==> src/rtl/cac_fns_seq_encoder_pkg.sv <==
// cac_fns_seq_encoder_pkg: Fibonacci weights, data-width rule and controller state encodings
package cac_fns_seq_encoder_pkg;
   typedef enum logic [1:0] {IDLE = 2'd0, RUN = 2'd1, DONE = 2'd2} state_e;
   // W[0]=1, W[1]=2, W[i]=W[i-1]+W[i-2]
   function automatic int fib_w(input int i);
      int a, b, t;
      a = 1;
      b = 2;
      for (int j = 0; j < i; j++) begin
         t = a + b;
         a = b;
         b = t;
      end
      return a;
   endfunction
   // Data width needed to carry every legal input 0..W[n]-1
   function automatic int blen_for(input int n);
      return $clog2(fib_w(n));
   endfunction
endpackage

==> src/rtl/cac_fns_step.sv <==
// cac_fns_step: one greedy FNS digit -- compare, conditional subtract, weight step-down
module cac_fns_step #(
   parameter int WD = 5
) (
   input  logic [WD-1:0] r_i,
   input  logic [WD-1:0] wh_i,
   input  logic [WD-1:0] wl_i,
   output logic          bit_o,
   output logic [WD-1:0] r_next_o,
   output logic [WD-1:0] wh_next_o,
   output logic [WD-1:0] wl_next_o
);
   // Greedy digit: take the current weight whenever the remainder covers it
   always_comb begin
      bit_o     = r_i >= wh_i;
      r_next_o  = bit_o ? r_i - wh_i : r_i;
      wh_next_o = wl_i;
      wl_next_o = wh_i - wl_i;
   end
endmodule

==> src/rtl/cac_fns_seq_encoder.sv <==
// cac_fns_seq_encoder: bit-serial FNS crosstalk-avoidance encoder behind a valid/ready handshake
module cac_fns_seq_encoder
   import cac_fns_seq_encoder_pkg::*;
#(
   parameter int N    = 5,
   parameter int BLEN = 4
) (
   input  logic            clock_i,
   input  logic            reset_i,
   input  logic            in_valid_i,
   output logic            in_ready_o,
   input  logic [BLEN-1:0] datain_i,
   output logic            out_valid_o,
   input  logic            out_ready_i,
   output logic [N-1:0]    codeout_o,
   output logic            err_o,
   output logic            busy_o
);
   localparam int WD = BLEN + 1;
   localparam int KW = $clog2(N);
   localparam logic [WD-1:0] W_N   = WD'(fib_w(N));
   localparam logic [WD-1:0] W_NM1 = WD'(fib_w(N - 1));
   localparam logic [WD-1:0] W_NM2 = WD'(fib_w(N - 2));
   localparam logic [KW-1:0] K_TOP = KW'(N - 1);

   state_e          state_q, state_d;
   logic [WD-1:0]   r_q, wh_q, wl_q, r_nx, wh_nx, wl_nx;
   logic [KW-1:0]   k_q;
   logic [N-1:0]    code_q;
   logic            err_q, bit_nx, accept, oor;
   logic [WD-1:0]   din_x;

   assign din_x     = WD'(datain_i);
   assign oor       = din_x >= W_N;
   assign accept    = in_valid_i & in_ready_o;
   assign codeout_o = code_q;
   assign err_o     = err_q;

   cac_fns_step #(.WD(WD)) u_step (
      .r_i       (r_q),
      .wh_i      (wh_q),
      .wl_i      (wl_q),
      .bit_o     (bit_nx),
      .r_next_o  (r_nx),
      .wh_next_o (wh_nx),
      .wl_next_o (wl_nx)
   );

   // State register
   always_ff @(posedge clock_i or posedge reset_i)
      if (reset_i) state_q <= IDLE;
      else         state_q <= state_d;

   // Next state: an accept (from IDLE or a DONE handover) always restarts the word
   always_comb begin
      state_d = accept ? (oor ? DONE : RUN)
              : state_q == RUN ? (k_q == '0 ? DONE : RUN)
              : (state_q == DONE && out_ready_i) ? IDLE : state_q;
   end

   // Handshake and status outputs decoded from state
   always_comb begin
      in_ready_o  = state_q == IDLE || (state_q == DONE && out_ready_i);
      out_valid_o = state_q == DONE;
      busy_o      = state_q != IDLE;
   end

   // Datapath: load operand and top weights on accept, then emit one digit per RUN edge MSB first
   always_ff @(posedge clock_i or posedge reset_i)
      if (reset_i) begin
         r_q    <= '0;
         wh_q   <= '0;
         wl_q   <= '0;
         k_q    <= '0;
         code_q <= '0;
         err_q  <= 1'b0;
      end else if (accept) begin
         r_q    <= oor ? '0 : din_x;
         wh_q   <= W_NM1;
         wl_q   <= W_NM2;
         k_q    <= K_TOP;
         code_q <= '0;
         err_q  <= oor;
      end else if (state_q == RUN) begin
         r_q         <= r_nx;
         wh_q        <= wh_nx;
         wl_q        <= wl_nx;
         k_q         <= k_q - 1'b1;
         code_q[k_q] <= bit_nx;
      end
endmodule

==> config.mk <==
export PLATFORM = sky130hd
export DESIGN_NAME = cac_fns_seq_encoder
export DESIGN_NICKNAME = d
export VERILOG_FILES = /design/src/rtl/cac_fns_seq_encoder_pkg.sv /design/src/rtl/cac_fns_step.sv /design/src/rtl/cac_fns_seq_encoder.sv
export SDC_FILE = /design/constraint.sdc
export NUM_CORES = 1
export LEC_CHECK = 0
export ABC_AREA = 1
export BUFFER_PORTS_ARGS = -buffer_cell sky130_fd_sc_hd__buf_2
export CELL_PAD_IN_SITES_DETAIL_PLACEMENT = 0
export CELL_PAD_IN_SITES_GLOBAL_PLACEMENT = 2
export CORE_MARGIN = 2
export CORE_UTILIZATION = 31
export CTS_BUF_LIST = sky130_fd_sc_hd__clkbuf_8
export CTS_CLUSTER_DIAMETER = 50
export DETAILED_ROUTE_END_ITERATION = 7
export GPL_ROUTABILITY_DRIVEN = 0
export PLACE_DENSITY = 0.79
export RECOVER_POWER = 50
export REMOVE_ABC_BUFFERS = 1
export SYNTH_ARGS = -nofsm -noshare
export SYNTH_HDL_FRONTEND = slang
export SYNTH_HIERARCHICAL = 1
export SYNTH_SLANG_ARGS = --single-unit
==> constraint.sdc <==
create_clock -name clock_i -period 1.6 [get_ports clock_i]
set_input_delay 0 -clock clock_i [delete_from_list [all_inputs] [get_ports clock_i]]
set_output_delay 0 -clock clock_i [all_outputs]
set_load 0.05 [all_outputs]
==> reports/qor.yml <==
pwr:
  seq_power_share: 0.525
  total_leakage_power_uw: 0.001342
  p_int_uw: 1004
  combPwrFrac: 0.030
  power.net_switching_uw: 247.5
  pwr-share-clk: 0.446
  p_total_uw: 1251
  p_sw_frac: 0.1978
  ir_drop_mv: 0.3063
  powerDensity_nw_per_um2: 499.3
placement:
  portBuffers: 16
  dp_slack_ps: -91.89
  dpl.cell_count: 376
  dp_hpwl_um: 3105
setup_path:
  setup.worst_path.end_class: "flip-flop"
  cp-endpoint: "wl_q[4]"
  ff2ff_path_depth: 11
  crit_path_start: "wh_q[0]"
  cpMaxStageDelayCell: "dfrtp_1"
  cp_cell_sequence: "inv_1, ha_2, inv_2, fa_2, nand3_2, and2_4, xor2_1, nand2_1, nand2_1, nand2_1, inv_1"
  critPathLaunchType: "flip-flop"
  crit_path_max_fanout: 3
  reg2reg_to: "wl_q[4]"
  slowest_delay_ps: 440
  critPathKind: "flip-flop to flip-flop"
  cp.required_ps: 1820
  rr_startpoint: "wh_q[0]"
  cp.arrival_ps: 1890
  cpMostUsedCell: "nand2_1"
  reg2reg_slack_ps: -70
floorplanning:
  die_w_um: 81.97
  core_um2: 5886
  start_util: 0.3202
  dieArea_um2: 6718
  fp.dieH_um: 81.97
  io_pins: 17
  rows: 28
sta:
  post-route-min-period_ps: 1668
  max_slew.worst_pin.slew_ps: 688.9
  finalClockSkew_ps: 3.156
  hold_violations: 0
  final_max_slew_viol_count: 0
  rsz0062_at_grt: "yes"
  relSlewSlack: 0.5407
  hold_slack_ps: 55.53
  setup_ws_ps: -67.62
  fmax_mhz: 599.7
  setup_viol: 2
  fin_crit_sh: 1.042
cts:
  clk_pin_slew_ps: 100
  max-clock-path-buffers: 2
  cts_root_buf: "clkbuf_8"
  clk_latency_ps: 270
  cts_tree: "built"
  cts_buffers: 3
  cts_htree_levels: 1
  cts.sinks: 26
final_layout:
  ff_latch_area_um2: 650.6
  nets: 336
  postLayoutCoreUtil: 0.4258
  multi_input_area_um2: 1156
  syn_to_final_growth_pct: 33.00
  fillCellCount: 628
  diodes: 0
  finalNonFillerCells: 389
  final_layout_size_suffix_gt1_frac: 0.3217
drt:
  wl_um: 4495
  ant_nets: 0
  drc_errors: 0
  dr.pass1.iters: 4
  wire_per_inst_um: 11.56
  drt_iter0_drc: 64
  viasPerCell: 4.373
  num_vias: 1701
global_routing:
  gr-total-overflow: 0
  grt_pass1_wl_um: 7093
  grt_max_degree: 27
  grt_pass1_vias: 1525
  grtUsageTotal: 0.1364
  grt_antenna_before_repair: 0
status:
  violations: "setup timing"
  status: "finished, violations left"
synthesis:
  syn_area_um2: 1884
  synth_cell_type_count: 24
  seq_area_frac_synth: 0.3453
  ys_ff_latch: 26
  yosys_warnings: 6
  netlist_instances: 269
  synth_area_per_cell_um2: 7.005
min_path:
  hp-class: "primary input to flip-flop"
  min-delay-start: "out_ready_i"
flow_run:
  cap_violations: 0
==> timing repair <==
item                       CTS  global route
hold buffers                 1             0
pin swaps                    3            18
cloned                       0             1
hold endpoints to repair    26             0
setup endpoints to repair    8            13
setup buffers                2             5
resized for setup            7            37
==> cell families (layout without fill, tap and decap cells) <==
kind of cell | after synthesis | after routing | share of synthesized area
AND/OR/NAND/NOR | 155 | 156 | 0.3606
buffers and inverters | 58 | 102 | 0.1428
flip-flops | 26 | 26 | 0.3453
adder cells (fa/ha/maj) | 13 | 13 | 0.09429
AO/OA/AOI/OAI | 11 | 11 | 0.02921
XOR/XNOR | 6 | 6 | 0.02789
==> worst max-delay path: cells and delay by family (launching register included) <==
family	cells	cell delay, ps
xor+xnor	1	130
fa+ha+maj	2	510
buf+inv	3	170
simple gates	5	370
flops	1	440
==> layout make-up <==
class / count / area share
Multi-Input combinational cell: 186 / 0.4613
Inverter: 47 / 0.07039
Sequential cell: 26 / 0.2596
Tap cell: 75 / 0.03744
Clock buffer: 3 / 0.01648
Clock inverter: 1 / 0.01198
Timing Repair Buffer: 51 / 0.1428
==> cells in the final DEF (no fill, tap or decap), types with 2 or more instances in the layout <==
cell and count:
nand2_1 88, inv_1 36, buf_4 29, nand3_1 27, dfrtp_1 26, nor2_1 16
buf_2 16, inv_2 10, nand2_2 8, ha_4 7, a21oi_1 5, xor2_1 5
nor2_4 4, nand3_2 4, buf_6 4, o21ai_0 3, a21oi_2 3, ha_1 3
clkbuf_8 3, nor2_2 2, nand2_4 2, nand3_4 2, fa_2 2
==> power by group through the flow <==
| stage | Clock (uW) | Combinational, uW | Sequential, uW |
|---|---|---|---|
| 2_1_floorplan | 0 | 18.5 | 670 |
| 3_3_place_gp | 0 | 37.9 | 670 |
| 3_5_place_dp | 0 | 37.9 | 670 |
| 4_1_cts | 583 | 39.6 | 657 |
| 5_1_grt | 610 | 44.1 | 657 |
| 6_report | 558 | 37.1 | 657 |
==> synthesized netlist by cell type <==
library cell / instances / area (um2)
o21ai_0: 3 / 15.01
nand3_1: 31 / 155.2
ha_1: 11 / 137.6
nand2_2: 3 / 18.77
xor2_1: 5 / 43.79
dfrtp_1: 26 / 650.6
nor2_1: 18 / 67.56
inv_2: 2 / 7.510
nand3_4: 1 / 17.52
nand2_4: 1 / 11.26
fa_1: 2 / 40.04
buf_2: 2 / 10.01
nand2_1: 94 / 352.8
xnor2_1: 1 / 8.760
buf_6: 4 / 45.04
a21oi_1: 8 / 40.04
buf_4: 5 / 37.54
and2_1: 1 / 6.260
nor3_1: 1 / 5.000
nand3_2: 1 / 10.01
inv_1: 44 / 165.2
nor2_2: 2 / 12.51
nor2_4: 2 / 22.52
clkinv_1: 1 / 3.750
==> through the flow <==
| stage | area, um2 | setup TNS, ps |
|---|---|---|
| finish | 2506 | -111.2 |
| global route | 2506 | -843.7 |
| CTS | 2293 | -55.01 |
| detailed placement | 2168 | -191.2 |
| global placement | 2168 | -299.4 |
| floorplan | 1792 | -11550 |
==> flip-flops by register name, summed over array words and instances (netlist names) <==
register / count
wh_q: 5
r_q: 5
state_q: 2
err_o: 1
wl_q: 5
codeout_o: 5
k_q: 3
==> worst min-delay path by stage <==
stage | end | depth (start not counted)
2_1_floorplan | codeout_o[0] | 1
3_3_place_gp | state_q[1] | 3
3_5_place_dp | state_q[1] | 3
4_1_cts | state_q[1] | 4
5_1_grt | state_q[1] | 4
6_report | state_q[1] | 4
==> metal layers <==
metal | track usage | up-vias | share of wire
met4 | 0.03167 | 0 | 0.0060
met5 | 0 | - | 0
met3 | 0.02747 | 2 | 0.014
met1 | 0.1955 | 790 | 0.49
met2 | 0.2106 | 9 | 0.49
li1 | - | 900 | -
Note: power is estimated with default switching activity, not from simulation.
